$ cat config.mk
export PLATFORM = sky130hd
export DESIGN_NAME = seg7_scan_driver_flat
export DESIGN_NICKNAME = d
export VERILOG_FILES = /design/src/rtl/seg7_scan_driver_if.sv /design/src/rtl/seg7_scan_driver.sv /design/src/flat_wrapper.sv
export SDC_FILE = /design/constraint.sdc
export NUM_CORES = 1
export LEC_CHECK = 0
export ABC_CLOCK_PERIOD_IN_PS = 2300
export CAP_MARGIN = 0
export CORE_MARGIN = 5
export CORE_UTILIZATION = 54
export DETAILED_ROUTE_END_ITERATION = 7
export PLACE_DENSITY = 0.91
export SETUP_SLACK_MARGIN = 0.5
export SLEW_MARGIN = 20
export SYNTH_ARGS = -nofsm -noshare
export SYNTH_HDL_FRONTEND = slang
export SYNTH_SLANG_ARGS = --single-unit
$ cat constraint.sdc
create_clock -name clk -period 2.3 [get_ports clk]
set_input_delay 0.575 -clock clk [delete_from_list [all_inputs] [get_ports clk]]
set_output_delay 0.575 -clock clk [all_outputs]
set_load 0.01 [all_outputs]
$ cat src/rtl/seg7_scan_driver_if.sv
`default_nettype none
// ============================================================================
// Module   : seg7_scan_driver_if
// Purpose  : Bundles the data inputs and pin outputs of the seven-segment
//            scan driver.
// Signals  : value[15:0]  four hex digits, value[3:0] = digit 0 (rightmost)
//            dp[3:0]      decimal point per digit, 1 = lit
//            blank[3:0]   per-digit blank, 1 = dark
//            io_sel[3:0]  digit enables, active-low
//            io_seg[7:0]  segments {dp,g,f,e,d,c,b,a}, active-low
//            frame_tick   one-cycle pulse after each frame boundary
// Modports : master - data source / pin observer
//            slave  - the scan driver
// Revision : 1.0 - initial release
// ============================================================================
interface seg7_scan_driver_if;
  logic [15:0] value;
  logic [3:0]  dp;
  logic [3:0]  blank;
  logic [3:0]  io_sel;
  logic [7:0]  io_seg;
  logic        frame_tick;

  modport master (
    output value, dp, blank,
    input  io_sel, io_seg, frame_tick
  );

  modport slave (
    input  value, dp, blank,
    output io_sel, io_seg, frame_tick
  );
endinterface
`default_nettype wire

$ cat src/rtl/seg7_scan_driver.sv
`default_nettype none
// ============================================================================
// Module   : seg7_scan_driver
// Purpose  : Time-multiplexed driver for a 4-digit common-select seven-segment
//            display. Shadows the hex digits, dp and blank masks at frame
//            boundaries, decodes the selected digit and scans io_sel/io_seg.
// Ports    : clk  - system clock
//            rst  - synchronous reset, active-high
//            bus  - seg7_scan_driver_if.slave (value/dp/blank in,
//                   io_sel/io_seg/frame_tick out, all outputs registered)
// Params   : DIV_BITS     - slot length is 2^DIV_BITS clocks
//            BLANK_CYCLES - dark clocks at the start of each slot
// Options  : SEG7_LEADING_ZERO_BLANK_EN - when defined, leading zero digits
//            (never digit 0, never a digit with its dp lit) are blanked.
// Revision : 1.0 - initial release
// ============================================================================
module seg7_scan_driver #(
  parameter int DIV_BITS     = 16,
  parameter int BLANK_CYCLES = 256
) (
  input  wire logic           clk,
  input  wire logic           rst,
  seg7_scan_driver_if.slave   bus
);

  localparam logic [DIV_BITS-1:0] BLANK_END = DIV_BITS'(BLANK_CYCLES);

  logic [DIV_BITS-1:0] cnt;
  logic [1:0]          idx;
  logic [15:0]         sh_value;
  logic [3:0]          sh_dp;
  logic [3:0]          sh_blank;

  logic                slot_end;
  logic                frame_end;
  logic [3:0]          nibble;
  logic [6:0]          pattern;
  logic [7:0]          seg_n;
  logic [3:0]          eff_blank_vec;

  assign slot_end  = &cnt;
  assign frame_end = slot_end && (idx == 2'd3);
  assign nibble    = sh_value[{idx, 2'b00} +: 4];
  assign seg_n     = ~{sh_dp[idx], pattern};

  // Active-high {g,f,e,d,c,b,a} patterns for hex digits.
  always_comb begin
    pattern = 7'h00;
    case (nibble)
      4'h0: pattern = 7'h3F;
      4'h1: pattern = 7'h06;
      4'h2: pattern = 7'h5B;
      4'h3: pattern = 7'h4F;
      4'h4: pattern = 7'h66;
      4'h5: pattern = 7'h6D;
      4'h6: pattern = 7'h7D;
      4'h7: pattern = 7'h07;
      4'h8: pattern = 7'h7F;
      4'h9: pattern = 7'h6F;
      4'hA: pattern = 7'h77;
      4'hB: pattern = 7'h7C;
      4'hC: pattern = 7'h39;
      4'hD: pattern = 7'h5E;
      4'hE: pattern = 7'h79;
      default: pattern = 7'h71;
    endcase
  end

`ifdef SEG7_LEADING_ZERO_BLANK_EN
  // A digit is a leading zero when it and every higher digit are zero and
  // its own dp is off; digit 0 always shows so a zero value reads "0".
  logic [3:0] lead_zero;
  assign lead_zero[0] = 1'b0;
  for (genvar n = 1; n < 4; n++) begin : g_lead_zero
    assign lead_zero[n] = (sh_value[15:n*4] == '0) && !sh_dp[n];
  end
  assign eff_blank_vec = sh_blank | lead_zero;
`else
  assign eff_blank_vec = sh_blank;
`endif

  always_ff @(posedge clk) begin
    if (rst) begin
      cnt            <= '0;
      idx            <= 2'd0;
      sh_value       <= 16'h0000;
      sh_dp          <= 4'h0;
      sh_blank       <= 4'h0;
      bus.io_sel     <= 4'hF;
      bus.io_seg     <= 8'hFF;
      bus.frame_tick <= 1'b0;
    end else begin
      cnt <= cnt + 1'b1;
      if (slot_end) begin
        idx <= idx + 2'd1;
      end
      // Capture at the wrap so the next frame starts at digit 0 with
      // a consistent set of digits.
      if (frame_end) begin
        sh_value <= bus.value;
        sh_dp    <= bus.dp;
        sh_blank <= bus.blank;
      end

      // Outputs follow the current counter state with one clock of latency.
      if ((cnt < BLANK_END) || eff_blank_vec[idx]) begin
        bus.io_sel <= 4'hF;
        bus.io_seg <= 8'hFF;
      end else begin
        bus.io_sel <= ~(4'b0001 << idx);
        bus.io_seg <= seg_n;
      end
      bus.frame_tick <= frame_end;
    end
  end

endmodule
`default_nettype wire
$ cat src/flat_wrapper.sv
// flat-port wrapper written by rule: the top's interface ports become plain ports
module seg7_scan_driver_flat 
#(
  parameter int DIV_BITS     = 16,
  parameter int BLANK_CYCLES = 256
)
  (clk, rst, bus_value, bus_dp, bus_blank, bus_io_sel, bus_io_seg, bus_frame_tick);
  seg7_scan_driver_if bus_i ();
  input  wire logic clk;
  input  wire logic rst;
  input wire logic [$bits(bus_i.value)-1:0] bus_value;
  input wire logic [$bits(bus_i.dp)-1:0] bus_dp;
  input wire logic [$bits(bus_i.blank)-1:0] bus_blank;
  output wire logic [$bits(bus_i.io_sel)-1:0] bus_io_sel;
  output wire logic [$bits(bus_i.io_seg)-1:0] bus_io_seg;
  output wire logic [$bits(bus_i.frame_tick)-1:0] bus_frame_tick;
  assign bus_i.value = bus_value;
  assign bus_i.dp = bus_dp;
  assign bus_i.blank = bus_blank;
  assign bus_io_sel = bus_i.io_sel;
  assign bus_io_seg = bus_i.io_seg;
  assign bus_frame_tick = bus_i.frame_tick;
  seg7_scan_driver #(.DIV_BITS(DIV_BITS), .BLANK_CYCLES(BLANK_CYCLES)) u_core (.clk(clk), .rst(rst), .bus(bus_i));
endmodule
# Word-level counts from Yosys, hierarchy flattened

Memories as Yosys holds them, arrays and structs flattened.
Index checks and enable logic that the tools add are counted.

Register bits after elaboration: 55
Output and inout bits: 13
Memory bits (read-only): 112
Logic and storage cells: 26
Memories: 1

Memory list:

| name            | words | width | rd ports | clocked after Yosys merged registers in | wr ports | RTL line               | source |
|---|---|---|---|---|---|---|---|
| (no name shown) | 16    | 7     | 1        | 0                                       | 0        | seg7_scan_driver.sv:49 | `case (nibble)` |

Add/subtract/negate cells: 2
Magnitude comparators: 2
Reduce and logical (&&, ||, !) cells: 4
Multiplexer cells: 4
Shifts and indexed selects: 2
Equal/unequal tests: 1
Bitwise logic cells: 2

Operators with widths:

| cell                                                 | number |
|---|---|
| adder 16 x 1 -> 16 bit (second input constant)       | 1 |
| < comparator 16 x 9 -> 1 bit (second input constant) | 1 |
| AND reduction 16 bit                                 | 1 |
| indexed part select 16 x 5 -> 4 bit                  | 1 |
| inverter 8 bit                                       | 1 |
| binary-select mux 1 bit (select 2 bit)               | 2 |
| inverter 4 bit                                       | 1 |
| left shift 1 x 2 -> 4 bit (first input constant)     | 1 |
| < comparator 2 x 3 -> 1 bit (second input constant)  | 1 |
| adder 2 x 1 -> 2 bit (second input constant)         | 1 |
| equality test 2 bit (second input constant)          | 1 |
| two-way mux 1 bit                                    | 2 |
| OR reduction 2 bit                                   | 1 |
| logical AND 1 bit                                    | 1 |
| logical OR 1 bit                                     | 1 |

# Longest topological paths before layout

Gate-level depths: netlist (run 1).

Depth in word-level cells: 4
Gate-level depth with buffers: 8
Depth with buffers taken out: 7

# Worst setup path before layout (run 1)

OpenSTA, ideal clock, no wires.

Kind: flip-flop to flip-flop
Start: register u_core.idx[0]
End: register u_core.bus.io_seg[0]
Cell stages (with the launch flop): 8
Data arrival time: 2.012 ns
Buffers on the path: 1
Setup time: 0.087 ns
Period minus slack after synthesis: 2.099 ns
Setup slack: 0.201 ns
Cell sequence: dfxtp_1 > buf_6 > mux4_1 > inv_1 > ha_1 > nor2_1 > a22o_1 > o31ai_1

Word-level cells in the longest chain between the ends: 4
Elaborated cells between the ends (all ways): 7

RTL lines:

| what                                                                        | RTL line                  | source |
|---|---|---|
| start, declared                                                             | seg7_scan_driver.sv:29    | `logic [1:0] idx;` |
| start signal, assigned                                                      | seg7_scan_driver.sv:95    | `idx <= idx + 2'd1;` |
| parallel branches: the longest is 4 deep, another holds memory (16 x 7 bit) | -                         |  |
| end signal, assigned                                                        | seg7_scan_driver.sv:111   | `bus.io_seg <= seg_n;` |
| end, declared                                                               | seg7_scan_driver_if.sv:31 | `output io_sel, io_seg, frame_tick` |

Parallel ways; which one is timed is not known. The select of a mux whose other input is x is not followed.
A chain may end at the register's enable or synchronous reset.

# Worst setup path in the final report (run 1)

Ends and elaborated chain as after synthesis.

==> run_summary.xml, run 1 <==
<?xml version="1.0" encoding="UTF-8"?>
<metrics>
  <group name="run_status">
    <metric name="run_status" unit="">finished clean</metric>
  </group>
  <group name="synth">
    <metric name="post_synth_instance_area" unit="sq um">2730</metric>
    <metric name="synth_top_cells_by_area" unit="">dfxtp_1 40%, mux2i_1 12%, nand2b_1 11%, ha_1 5.0%, xnor2_1 3.2%</metric>
    <metric name="synthesized_area_fraction_occupied_by_and_or_nand_nor_cells" unit="">0.232</metric>
    <metric name="ys_seq_area_frac" unit="">0.403</metric>
    <metric name="synth.ff_latch_count" unit="">55</metric>
    <metric name="synth.largest_area_cell" unit="">dfxtp_1</metric>
    <metric name="yosysTopAreaCellShare" unit="">0.403</metric>
    <metric name="synth_compound_area_frac" unit="">0.0394</metric>
    <metric name="post_synth_mux_area_share" unit="">0.183</metric>
    <metric name="synthesized_area_per_cell" unit="sq um">10.0</metric>
    <metric name="netlist-cell-type-count" unit="">38</metric>
    <metric name="postSynthNetCount" unit="">309</metric>
    <metric name="yosys.area_share.xor_xnor" unit="">0.0481</metric>
    <metric name="dominant_combinational_cell_family_by_area_after_synthesis" unit="">simple AND/OR/NAND/NOR gates</metric>
    <metric name="yosys.area_share.adder" unit="">0.0504</metric>
    <metric name="synth_instances" unit="">272</metric>
    <metric name="yosys_warnings" unit="">0</metric>
  </group>
  <group name="worst_setup_path">
    <metric name="cpPeakStageDelay" unit="ns">0.51</metric>
    <metric name="path_cells" unit="">mux4_2, inv_2, ha_4, or4_1, o41ai_2, o31ai_2</metric>
    <metric name="start_kind" unit="">flop</metric>
    <metric name="crit_type" unit="">flop to flop</metric>
    <metric name="worst_path_max_delay_cell" unit="">or4_1</metric>
    <metric name="critical_path_required" unit="ns">2.51</metric>
    <metric name="endpoint_kind" unit="">flop</metric>
    <metric name="maximum_net_fanout_on_the_critical_path" unit="">4</metric>
    <metric name="arrival" unit="ns">2.04</metric>
  </group>
  <group name="routing">
    <metric name="routed_wire_length_per_instance" unit="microns">14.4</metric>
    <metric name="first_pass_iters" unit="">4</metric>
    <metric name="post-route-drc-count" unit="">0</metric>
    <metric name="totalWireLength" unit="microns">5560</metric>
    <metric name="drtAntennaViolNets" unit="">0</metric>
    <metric name="num_vias" unit="">2068</metric>
    <metric name="drt-vias-per-instance" unit="">5.36</metric>
    <metric name="drtIter0Drc" unit="">204</metric>
  </group>
  <group name="clock_network">
    <metric name="cts_hold_repair.buffers" unit="">0</metric>
    <metric name="clockBufferDepth" unit="">2</metric>
    <metric name="cts_max_level" unit="">2</metric>
    <metric name="root_buffer" unit="">clkbuf_8</metric>
    <metric name="cts_made_buffers" unit="">5</metric>
    <metric name="worstSkewPairLatency" unit="ns">0.31</metric>
    <metric name="cts_tree" unit="">yes</metric>
    <metric name="clock-sinks" unit="">55</metric>
    <metric name="cts.reportedPaths.clkPinSlew" unit="ns">0.09</metric>
  </group>
  <group name="die">
    <metric name="core_area" unit="sq um">4820</metric>
    <metric name="die_w" unit="microns">81.1</metric>
    <metric name="num_io_pins" unit="">39</metric>
    <metric name="fp.dieArea" unit="sq um">6580</metric>
    <metric name="rows" unit="">25</metric>
    <metric name="dieHeight" unit="microns">81.1</metric>
    <metric name="start_util" unit="">0.567</metric>
  </group>
  <group name="power_and_ir_drop">
    <metric name="power.share.switching" unit="">0.218</metric>
    <metric name="power_per_cell_area" unit="nW/um^2">458</metric>
    <metric name="worst_case_vdd_ir_drop" unit="uV">459</metric>
    <metric name="power.share.sequential" unit="">0.614</metric>
    <metric name="p_leak" unit="uW">0.00117</metric>
    <metric name="power" unit="uW">1560</metric>
    <metric name="clock_power_share" unit="">0.330</metric>
    <metric name="power.net_switching" unit="uW">341</metric>
    <metric name="combPwrFrac" unit="">0.056</metric>
    <metric name="internal_power" unit="uW">1220</metric>
  </group>
  <group name="global_routing">
    <metric name="grt_pass1_vias" unit="">1955</metric>
    <metric name="largest_net_degree_at_the_start_of_global_routing" unit="">42</metric>
    <metric name="grt_antenna_before_repair" unit="">0</metric>
    <metric name="first_pass_grt_wire_length" unit="microns">8840</metric>
    <metric name="global_route.usage.total" unit="">0.172</metric>
    <metric name="grt_overflow" unit="">0</metric>
  </group>
  <group name="timing">
    <metric name="max_transition_viols_final" unit="">0</metric>
    <metric name="hold_viol_final" unit="">0</metric>
    <metric name="clock-skew-final" unit="ns">0.00546</metric>
    <metric name="finalSetupViolations" unit="">0</metric>
    <metric name="max_slew_margin" unit="">0.692</metric>
    <metric name="timing.final.crit_share" unit="">0.797</metric>
    <metric name="rsz0062_at_grt" unit="">yes</metric>
    <metric name="period_minus_slack" unit="ns">1.83</metric>
    <metric name="maxClockFrequency" unit="MHz">545</metric>
    <metric name="totalNegativeSetupSlack" unit="ns">0</metric>
    <metric name="tightest_slew" unit="ns">0.449</metric>
  </group>
  <group name="finish">
    <metric name="drive_above_1_share" unit="">0.157</metric>
    <metric name="final_area" unit="sq um">3410</metric>
    <metric name="area_delta_synth_final" unit="%">25.0</metric>
    <metric name="fin_nets" unit="">355</metric>
    <metric name="antennaDiodeCount" unit="">0</metric>
  </group>
  <group name="place">
    <metric name="routabilityCongestion" unit="">0.863</metric>
    <metric name="hpwl" unit="microns">3630</metric>
    <metric name="number_of_buffer_cells_added_on_primary_ports" unit="">38</metric>
    <metric name="detailed_place.area" unit="sq um">3180</metric>
  </group>
  <group name="hold_path">
    <metric name="hold_path_class" unit="">flop to flop</metric>
  </group>
  <group name="flow_run">
    <metric name="max-cap-violations" unit="">0</metric>
  </group>
</metrics>
-- kinds of logic (layout without fill, tap and decap cells) --
kind of cell	count (synthesis)	count (layout)
AOI/OAI and AO/OA	14	14
xor gates and xnor gates	15	15
adders and majority gates	11	11
buffers and inverters	22	68
DFF	55	55
muxes	41	42
and+or+nand+nor	114	114
-- worst paths after layout --
path,startpoint,endpoint,slack (ns),cells after the start
min reg2reg,u_core.cnt[0]$_SDFF_PP0_,u_core.cnt[0]$_SDFF_PP0_,0.46,1
max,u_core.idx[0]$_SDFFE_PP0P_,u_core.bus.io_seg[0]$_SDFF_PP1_,0.47,6
max reg2reg,u_core.idx[0]$_SDFFE_PP0P_,u_core.bus.io_seg[0]$_SDFF_PP1_,0.47,6
min,u_core.cnt[0]$_SDFF_PP0_,u_core.cnt[0]$_SDFF_PP0_,0.46,1
-- synthesized netlist by cell type --
cell and instances:
clkinv_1 1, mux4_1 3, nor3_1 4, a211oi_2 1, or2b_1 1, dfxtp_1 55, nand2b_1 50, xnor2_1 10
and2_1 1, nor3_2 1, nand4b_1 1, a22o_1 1, xor2_1 5, o31ai_1 2, ha_1 11, clkbuf_1 8
a21oi_1 2, mux2i_1 32, nor2_1 18, mux2i_4 1, o21ai_0 2, o41ai_1 1, buf_6 4, mux4_2 2
nor2b_1 3, and3_1 3, or4_1 1, o311ai_0 1, nand3_1 11, or3_1 1, buf_4 2, o211ai_1 1
inv_1 7, nand4_1 3, mux2_2 3, nand2_1 10, o221ai_1 3, nor4_1 6
-- stage by stage --
stage,hold WS [ns],instances,setup slack (ns),util
detailed placement,0.467,369,0.353,0.661
global placement,0.458,369,0.466,0.661
global route,0.493,386,0.420,0.709
CTS,0.483,382,0.455,0.690
floorplan,0.442,272,0.424,-
finish,0.458,386,0.467,0.709
-- cell usage in the layout, fill, tap and decap left out, drive strengths merged, types with 4 or more instances in the layout --
master,n
buf,14
dfxtp,55
clkdlybuf4s50,35
xnor2,10
nor3,5
nand2b,50
inv,7
nand2,10
mux4,5
xor2,5
clkbuf,6
mux2i,34
ha,11
nor4,6
nor2,18
nand3,11
clkinv,4
-- power groups by stage --
stage / clock network (uW) / logic, uW / registers, uW
floorplan: 0 / 39.1 / 982
global placement: 0 / 86.5 / 983
detailed placement: 0 / 88.0 / 983
CTS: 529 / 88.2 / 960
global route: 578 / 96.5 / 962
finish: 516 / 87.9 / 961
-- sequential cells by signal, summed over array words and instances (netlist names) --
register               flops
u_core.cnt                16
u_core.sh_value           16
u_core.bus.io_seg          8
u_core.bus.io_sel          4
u_core.eff_blank_vec       4
u_core.sh_dp               4
u_core.idx                 2
u_core.bus.frame_tick      1
-- final cells by class --
type | count | area [sq um]
inverter | 8 | 32.5
sequential | 55 | 1110
tap | 67 | 83.8
clock buffer | 5 | 68.8
fill | 363 | 1400
clock inverter | 3 | 15.0
timing repair buffer | 52 | 528
multi-input combinational | 196 | 1580
-- critical path: cells and delay by family, from the launching register on --
family	cells	cell delay (ns)
flip-flops	1	0.37
multiplexers	1	0.40
AND/OR/NAND/NOR	1	0.51
adder cells (fa/ha/maj)	1	0.17
buffers and inverters	1	0.09
AO/OA/AOI/OAI	2	0.18
-- per-layer routing --
layer,vias up,wire length (microns),global-route usage
met5,-,0,0
met1,951,2490,0.229
met4,0,66,0.0574
met3,11,423,0.0510
met2,84,2580,0.264
li1,1022,-,-
-- what timing repair did --
action / 4_1_cts / 5_1_grt
pin swaps: 1 / 4
cloned: 0 / 2
resized for setup: 2 / 14
buffers inserted: 5 / 2
endpoints found under the setup margin: 28 / 32
No activity file was read; power rests on OpenSTA's default activity.
==> inputs of run 2 (changes only) <==
ABC_CLOCK_PERIOD_IN_PS = 1500   (was 2300)
CORE_UTILIZATION = 49   (was 54)
PLACE_DENSITY = 0.88   (was 0.91)
clock period = 1.5 ns   (was 2.3 ns; I/O delays follow)
==> run 2 against run 1 <==
Effect of this change:
- the run now ends with negative setup slack left
- clock power grew 94%
- sequential share of layout area shrank 5.2 points
- routed wire length grew 56%
- core utilization grew 4.7 points
- cell count grew 14%
- fmax shrank 0.97%
- largest cell class unchanged
- largest power group unchanged
- highest routed layer unchanged
==> run_summary.xml, run 2 (synthesis results as in run 1) <==
<?xml version="1.0" encoding="UTF-8"?>
<metrics>
  <group name="die">
    <metric name="rows" unit="">27</metric>
    <metric name="start_util" unit="">0.499</metric>
    <metric name="fp.dieArea" unit="sq um">7170</metric>
    <metric name="num_io_pins" unit="">39</metric>
    <metric name="dieHeight" unit="microns">84.7</metric>
    <metric name="core_area" unit="sq um">5470</metric>
    <metric name="die_w" unit="microns">84.7</metric>
  </group>
  <group name="global_routing">
    <metric name="grt_overflow" unit="">0</metric>
    <metric name="grt_antenna_before_repair" unit="">1</metric>
    <metric name="first_pass_grt_wire_length" unit="microns">12400</metric>
    <metric name="grt_pass1_vias" unit="">2409</metric>
    <metric name="largest_net_degree_at_the_start_of_global_routing" unit="">50</metric>
    <metric name="global_route.usage.total" unit="">0.219</metric>
  </group>
  <group name="power_and_ir_drop">
    <metric name="worst_case_vdd_ir_drop" unit="uV">472</metric>
    <metric name="p_leak" unit="uW">0.00162</metric>
    <metric name="power" unit="uW">2670</metric>
    <metric name="power_per_cell_area" unit="nW/um^2">645</metric>
  </group>
  <group name="clock_network">
    <metric name="cts.reportedPaths.clkPinSlew" unit="ns">0.10</metric>
    <metric name="cts_hold_repair.buffers" unit="">0</metric>
    <metric name="clockBufferDepth" unit="">2</metric>
    <metric name="root_buffer" unit="">clkbuf_8</metric>
    <metric name="cts_tree" unit="">yes</metric>
    <metric name="worstSkewPairLatency" unit="ns">0.32</metric>
    <metric name="cts_made_buffers" unit="">5</metric>
    <metric name="cts_max_level" unit="">2</metric>
    <metric name="clock-sinks" unit="">55</metric>
  </group>
  <group name="routing">
    <metric name="first_pass_iters" unit="">5</metric>
    <metric name="drtAntennaViolNets" unit="">0</metric>
    <metric name="routed_wire_length_per_instance" unit="microns">19.7</metric>
    <metric name="num_vias" unit="">2479</metric>
    <metric name="totalWireLength" unit="microns">8670</metric>
    <metric name="post-route-drc-count" unit="">0</metric>
    <metric name="drt-vias-per-instance" unit="">5.63</metric>
    <metric name="drtIter0Drc" unit="">184</metric>
  </group>
  <group name="worst_setup_path">
    <metric name="start_kind" unit="">flop</metric>
    <metric name="endpoint_kind" unit="">flop</metric>
    <metric name="critical_path_required" unit="ns">1.71</metric>
    <metric name="maximum_net_fanout_on_the_critical_path" unit="">5</metric>
    <metric name="crit_type" unit="">flop to flop</metric>
    <metric name="arrival" unit="ns">2.06</metric>
  </group>
  <group name="timing">
    <metric name="period_minus_slack" unit="ns">1.85</metric>
    <metric name="finalSetupViolations" unit="">39</metric>
    <metric name="tightest_slew" unit="ns">0.603</metric>
    <metric name="rsz0062_at_grt" unit="">yes</metric>
    <metric name="hold_viol_final" unit="">0</metric>
    <metric name="maxClockFrequency" unit="MHz">540</metric>
    <metric name="timing.final.ws_setup" unit="ns">-0.351</metric>
    <metric name="max_transition_viols_final" unit="">0</metric>
    <metric name="max_slew_margin" unit="">0.594</metric>
    <metric name="timing.final.crit_share" unit="">1.23</metric>
    <metric name="clock-skew-final" unit="ns">0.0169</metric>
  </group>
  <group name="flow_run">
    <metric name="max-cap-violations" unit="">0</metric>
  </group>
  <group name="finish">
    <metric name="fillCellCount" unit="">327</metric>
    <metric name="final_area" unit="sq um">4140</metric>
    <metric name="top_regs" unit="">u_core.cnt x16, u_core.sh_value x16, u_core.bus.io_seg x8</metric>
    <metric name="postLayoutCoreUtil" unit="">0.756</metric>
    <metric name="drive_above_1_share" unit="">0.403</metric>
    <metric name="final_cell_mix" unit="">50 x nand2b_1, 41 x dfxtp_1, 37 x buf_4, 30 x mux2i_1, 24 x clkdlybuf4s50_1</metric>
    <metric name="fin_nets" unit="">403</metric>
    <metric name="layout_commonest_cell" unit="">nand2b_1</metric>
    <metric name="area_delta_synth_final" unit="%">51.4</metric>
  </group>
  <group name="run_status">
    <metric name="run_status" unit="">finished with violations</metric>
    <metric name="violations" unit="">negative setup slack</metric>
  </group>
  <group name="hold_path">
    <metric name="hold_path_class" unit="">flop to flop</metric>
  </group>
  <group name="place">
    <metric name="number_of_buffer_cells_added_on_primary_ports" unit="">38</metric>
    <metric name="hpwl" unit="microns">4400</metric>
    <metric name="detailed_place.area" unit="sq um">3600</metric>
    <metric name="routabilityCongestion" unit="">0.824</metric>
  </group>
</metrics>
## run 2: cell types whose count changed in the layout (fill, tap and decap cells not counted), sizes merged
cell / delta
mux2i: -1
clkdlybuf4s50: -11
dlymetal6s2s: -2
buf: +61
bufinv: +1
clkinv: -1
diode: +1
dlygate4sd2: +1
## run 2: final cells by class
| type | count | area, sq um | area share |
|---|---|---|---|
| Multi-Input combinational cell | 195 | 1800 | 0.435 |
| Sequential cell | 55 | 1130 | 0.273 |
| Timing Repair Buffer | 101 | 968 | 0.234 |
| Tap cell | 72 | 90.1 | 0.0218 |
| Clock buffer | 5 | 68.8 | 0.0166 |
| Clock inverter | 3 | 43.8 | 0.0106 |
| Inverter | 8 | 33.8 | 0.00817 |
| Antenna cell | 1 | 2.50 | 0.000605 |
## run 2: worst max-delay path, cell delays in order (launching register included)
cell and delay (ns):
dfxtp_4 0.39, mux4_2 0.59, inv_4 0.12, ha_4 0.15, nor2_2 0.04, a22o_1 0.24
o31ai_2 0.21
## run 2: per-layer routing
layer / up-vias / track usage / wire length (microns) / share of wire
met3: 35 / 0.0550 / 529 / 0.061
met5: - / 0 / 0 / 0
met1: 1192 / 0.261 / 3570 / 0.41
li1: 1118 / - / - / -
met2: 134 / 0.367 / 4190 / 0.48
met4: 0 / 0.109 / 374 / 0.043
## run 2: path summary, 6_finish.rpt
kind | from | end | slack [ns] | cells after the start
worst max-delay path | u_core.idx[0]$_SDFFE_PP0P_ | u_core.bus.io_seg[0]$_SDFF_PP1_ | -0.35 | 6
worst min-delay path | u_core.sh_value[3]$_SDFFE_PP0P_ | u_core.sh_value[3]$_SDFFE_PP0P_ | 0.48 | 2
worst max register to register | u_core.idx[0]$_SDFFE_PP0P_ | u_core.bus.io_seg[0]$_SDFF_PP1_ | -0.35 | 6
worst min register to register | u_core.sh_value[3]$_SDFFE_PP0P_ | u_core.sh_value[3]$_SDFFE_PP0P_ | 0.48 | 2
## run 2: where the power goes
group | switching, uW | internal, uW
clock | 504 | 498
combinational | 73.4 | 123
sequential | 7.04 | 1460
total | 584 | 2080
## run 2: repair_timing
item | in CTS | in global routing
cloned | 3 | 1
pin swaps | 21 | 16
endpoints found under the setup margin | 68 | 66
setup buffers | 10 | 7
gates resized for setup | 93 | 29
## run 2: per-stage QoR
| stage | setup TNS [ns] | cells | hold slack, ns | setup WS, ns |
|---|---|---|---|---|
| 6_report | -7.46 | 440 | 0.480 | -0.351 |
| 5_1_grt | -10.60 | 440 | 0.510 | -0.417 |
| 4_1_cts | -2.84 | 431 | 0.482 | -0.241 |
| 3_3_place_gp | -2.10 | 410 | 0.454 | -0.207 |
| 2_1_floorplan | -5.88 | 272 | 0.444 | -0.376 |
| 3_5_place_dp | -3.09 | 410 | 0.464 | -0.253 |
==> inputs of run 3 (changes only) <==
CORE_ASPECT_RATIO = 1.75   (was not set)
==> run 3 against run 2 <==
Effect of this change:
- critical endpoint is now u_core.bus.io_seg[3]$_SDFF_PP1_
- routed wire length decreased by 14%
- the run still ends with negative setup slack left
- largest cell class unchanged
- largest power group unchanged
- clock skew decreased by 0.0070 ns
- total power fell by 3.4%
- die area rose by 0.82%
- sequential share of layout area up 0.22 points
- design area down 0.79%
- non-clock buffer count decreased by 6
==> run_summary.xml, run 3 (synthesis results as in run 1) <==
<?xml version="1.0" encoding="UTF-8"?>
<metrics>
  <group name="clock_network">
    <metric name="cts.reportedPaths.clkPinSlew" unit="ns">0.10</metric>
    <metric name="cts_made_buffers" unit="">5</metric>
    <metric name="root_buffer" unit="">clkbuf_8</metric>
    <metric name="clockBufferDepth" unit="">2</metric>
    <metric name="cts_hold_repair.buffers" unit="">0</metric>
    <metric name="cts_tree" unit="">yes</metric>
    <metric name="cts_max_level" unit="">2</metric>
    <metric name="worstSkewPairLatency" unit="ns">0.32</metric>
    <metric name="clock-sinks" unit="">55</metric>
  </group>
  <group name="global_routing">
    <metric name="grt_pass1_vias" unit="">2293</metric>
    <metric name="grt_antenna_before_repair" unit="">0</metric>
    <metric name="grt_overflow" unit="">0</metric>
    <metric name="first_pass_grt_wire_length" unit="microns">10900</metric>
    <metric name="largest_net_degree_at_the_start_of_global_routing" unit="">52</metric>
    <metric name="global_route.usage.total" unit="">0.197</metric>
  </group>
  <group name="place">
    <metric name="hpwl" unit="microns">4160</metric>
    <metric name="routabilityCongestion" unit="">0.769</metric>
    <metric name="detailed_place.area" unit="sq um">3600</metric>
    <metric name="number_of_buffer_cells_added_on_primary_ports" unit="">38</metric>
  </group>
  <group name="power_and_ir_drop">
    <metric name="power_per_cell_area" unit="nW/um^2">628</metric>
    <metric name="power" unit="uW">2580</metric>
    <metric name="p_leak" unit="uW">0.00160</metric>
    <metric name="worst_case_vdd_ir_drop" unit="uV">730</metric>
  </group>
  <group name="finish">
    <metric name="top_regs" unit="">u_core.cnt x16, u_core.sh_value x16, u_core.bus.io_seg x8</metric>
    <metric name="fin_nets" unit="">397</metric>
    <metric name="antennaDiodeCount" unit="">0</metric>
    <metric name="layout_commonest_cell" unit="">nand2b_1</metric>
    <metric name="drive_above_1_share" unit="">0.393</metric>
    <metric name="final_cell_mix" unit="">50 x nand2b_1, 39 x dfxtp_1, 36 x buf_4, 28 x mux2i_1, 24 x clkdlybuf4s50_1</metric>
    <metric name="final_area" unit="sq um">4100</metric>
    <metric name="layout.area.seq" unit="sq um">1130</metric>
    <metric name="postLayoutCoreUtil" unit="">0.747</metric>
    <metric name="area_delta_synth_final" unit="%">50.3</metric>
    <metric name="fillCellCount" unit="">373</metric>
    <metric name="multiInputGateArea" unit="sq um">1810</metric>
  </group>
  <group name="die">
    <metric name="dieHeight" unit="microns">109</metric>
    <metric name="fp.dieArea" unit="sq um">7230</metric>
    <metric name="num_io_pins" unit="">39</metric>
    <metric name="start_util" unit="">0.497</metric>
    <metric name="rows" unit="">36</metric>
    <metric name="core_area" unit="sq um">5500</metric>
    <metric name="die_w" unit="microns">66.4</metric>
  </group>
  <group name="worst_setup_path">
    <metric name="reg_to_reg_setup_timing_slack" unit="ns">-0.36</metric>
    <metric name="crit_type" unit="">flop to flop</metric>
    <metric name="critical_path_required" unit="ns">1.72</metric>
    <metric name="crit-reg2reg-capture" unit="">u_core.bus.io_seg[3]$_SDFF_PP1_</metric>
    <metric name="arrival" unit="ns">2.08</metric>
    <metric name="start_kind" unit="">flop</metric>
    <metric name="r2r-start" unit="">u_core.idx[0]$_SDFFE_PP0P_</metric>
    <metric name="worst-r2r-cell-count" unit="">6</metric>
    <metric name="maximum_net_fanout_on_the_critical_path" unit="">4</metric>
    <metric name="endpoint_kind" unit="">flop</metric>
  </group>
  <group name="run_status">
    <metric name="run_status" unit="">finished with violations</metric>
    <metric name="violations" unit="">negative setup slack</metric>
  </group>
  <group name="timing">
    <metric name="period_minus_slack" unit="ns">1.86</metric>
    <metric name="max_slew_margin" unit="">0.541</metric>
    <metric name="tightest_slew" unit="ns">0.682</metric>
    <metric name="clock-skew-final" unit="ns">0.00988</metric>
    <metric name="timing.final.crit_share" unit="">1.24</metric>
    <metric name="hold_viol_final" unit="">0</metric>
    <metric name="rsz0062_at_grt" unit="">yes</metric>
    <metric name="finalSetupViolations" unit="">38</metric>
    <metric name="timing.final.ws_setup" unit="ns">-0.357</metric>
    <metric name="maxClockFrequency" unit="MHz">539</metric>
    <metric name="max_transition_viols_final" unit="">0</metric>
  </group>
  <group name="hold_path">
    <metric name="hold_path_class" unit="">flop to flop</metric>
    <metric name="min_path_cells" unit="">2</metric>
    <metric name="launch_point_of_the_worst_hold_path" unit="">u_core.eff_blank_vec[3]$_SDFFE_PP0P_</metric>
    <metric name="hold_end" unit="">u_core.eff_blank_vec[3]$_SDFFE_PP0P_</metric>
  </group>
  <group name="routing">
    <metric name="totalWireLength" unit="microns">7440</metric>
    <metric name="first_pass_iters" unit="">4</metric>
    <metric name="post-route-drc-count" unit="">0</metric>
    <metric name="routed_wire_length_per_instance" unit="microns">17.0</metric>
    <metric name="drt-vias-per-instance" unit="">5.36</metric>
    <metric name="num_vias" unit="">2342</metric>
    <metric name="drtAntennaViolNets" unit="">0</metric>
    <metric name="drtIter0Drc" unit="">114</metric>
  </group>
  <group name="flow_run">
    <metric name="max-cap-violations" unit="">0</metric>
  </group>
</metrics>
[run 3: cell count changes in the layout (fill, tap and decap cells not counted), moves of 2 or more]
cell	previous run	this run
clkbuf_8	5	7
dfxtp_2	10	13
o31ai_2	2	0
buf_12	2	4
ha_4	3	5
mux2i_2	2	4
dfxtp_1	41	39
buf_6	21	15
mux2i_1	30	28
[run 3: cell type report]
cell class                      count  area share
Timing Repair Buffer               95       0.226
Sequential cell                    55       0.275
Clock buffer                        7      0.0235
Inverter                            8     0.00884
Multi-Input combinational cell    195       0.441
Tap cell                           76      0.0232
Clock inverter                      1     0.00183
[run 3: layer usage]
metal	routed length (microns)	GRT usage	vias to the layer above
met1	2880	0.219	1149
met4	274	0.0945	0
li1	-	-	1104
met5	0	0	-
met2	4020	0.357	65
met3	272	0.0309	24
[run 3: repair_timing]
action,CTS,global route
gates cloned,2,2
pin swaps,13,16
resized for setup,90,29
setup buffers,10,3
setup endpoints to repair,68,64
[run 3: how the worst max path moves through the flow]
stage | startpoint | endpoint
2_1_floorplan | u_core.idx[0]$_SDFFE_PP0P_ | u_core.bus.io_seg[0]$_SDFF_PP1_
3_3_place_gp | u_core.idx[0]$_SDFFE_PP0P_ | u_core.bus.io_seg[0]$_SDFF_PP1_
3_5_place_dp | u_core.idx[0]$_SDFFE_PP0P_ | u_core.bus.io_seg[0]$_SDFF_PP1_
4_1_cts | u_core.idx[0]$_SDFFE_PP0P_ | u_core.bus.io_seg[0]$_SDFF_PP1_
5_1_grt | u_core.idx[0]$_SDFFE_PP0P_ | u_core.bus.io_seg[0]$_SDFF_PP1_
6_report | u_core.idx[0]$_SDFFE_PP0P_ | u_core.bus.io_seg[3]$_SDFF_PP1_
[run 3: critical path: stages (launching register included)]
cell	delay (ns)
dfxtp_4	0.39
mux4_2	0.57
buf_4	0.19
ha_1	0.20
mux2i_1	0.16
mux2i_1	0.10
nand2b_1	0.15
[run 3: power breakdown]
| group | internal (uW) | switching [uW] | leakage, uW |
|---|---|---|---|
| clock | 421 | 502 | 0.0000505 |
| sequential | 1460 | 7.40 | 0.000449 |
| combinational | 118 | 65.6 | 0.00110 |
[run 3: metrics by stage]
step / hold slack [ns] / setup TNS (ns) / worst slack (ns) / instances
floorplan: 0.444 / -5.88 / -0.376 / 272
global placement: 0.457 / -3.42 / -0.236 / 412
detailed placement: 0.462 / -3.35 / -0.272 / 412
CTS: 0.480 / -2.64 / -0.248 / 432
global route: 0.505 / -9.78 / -0.406 / 437
finish: 0.479 / -6.77 / -0.357 / 437
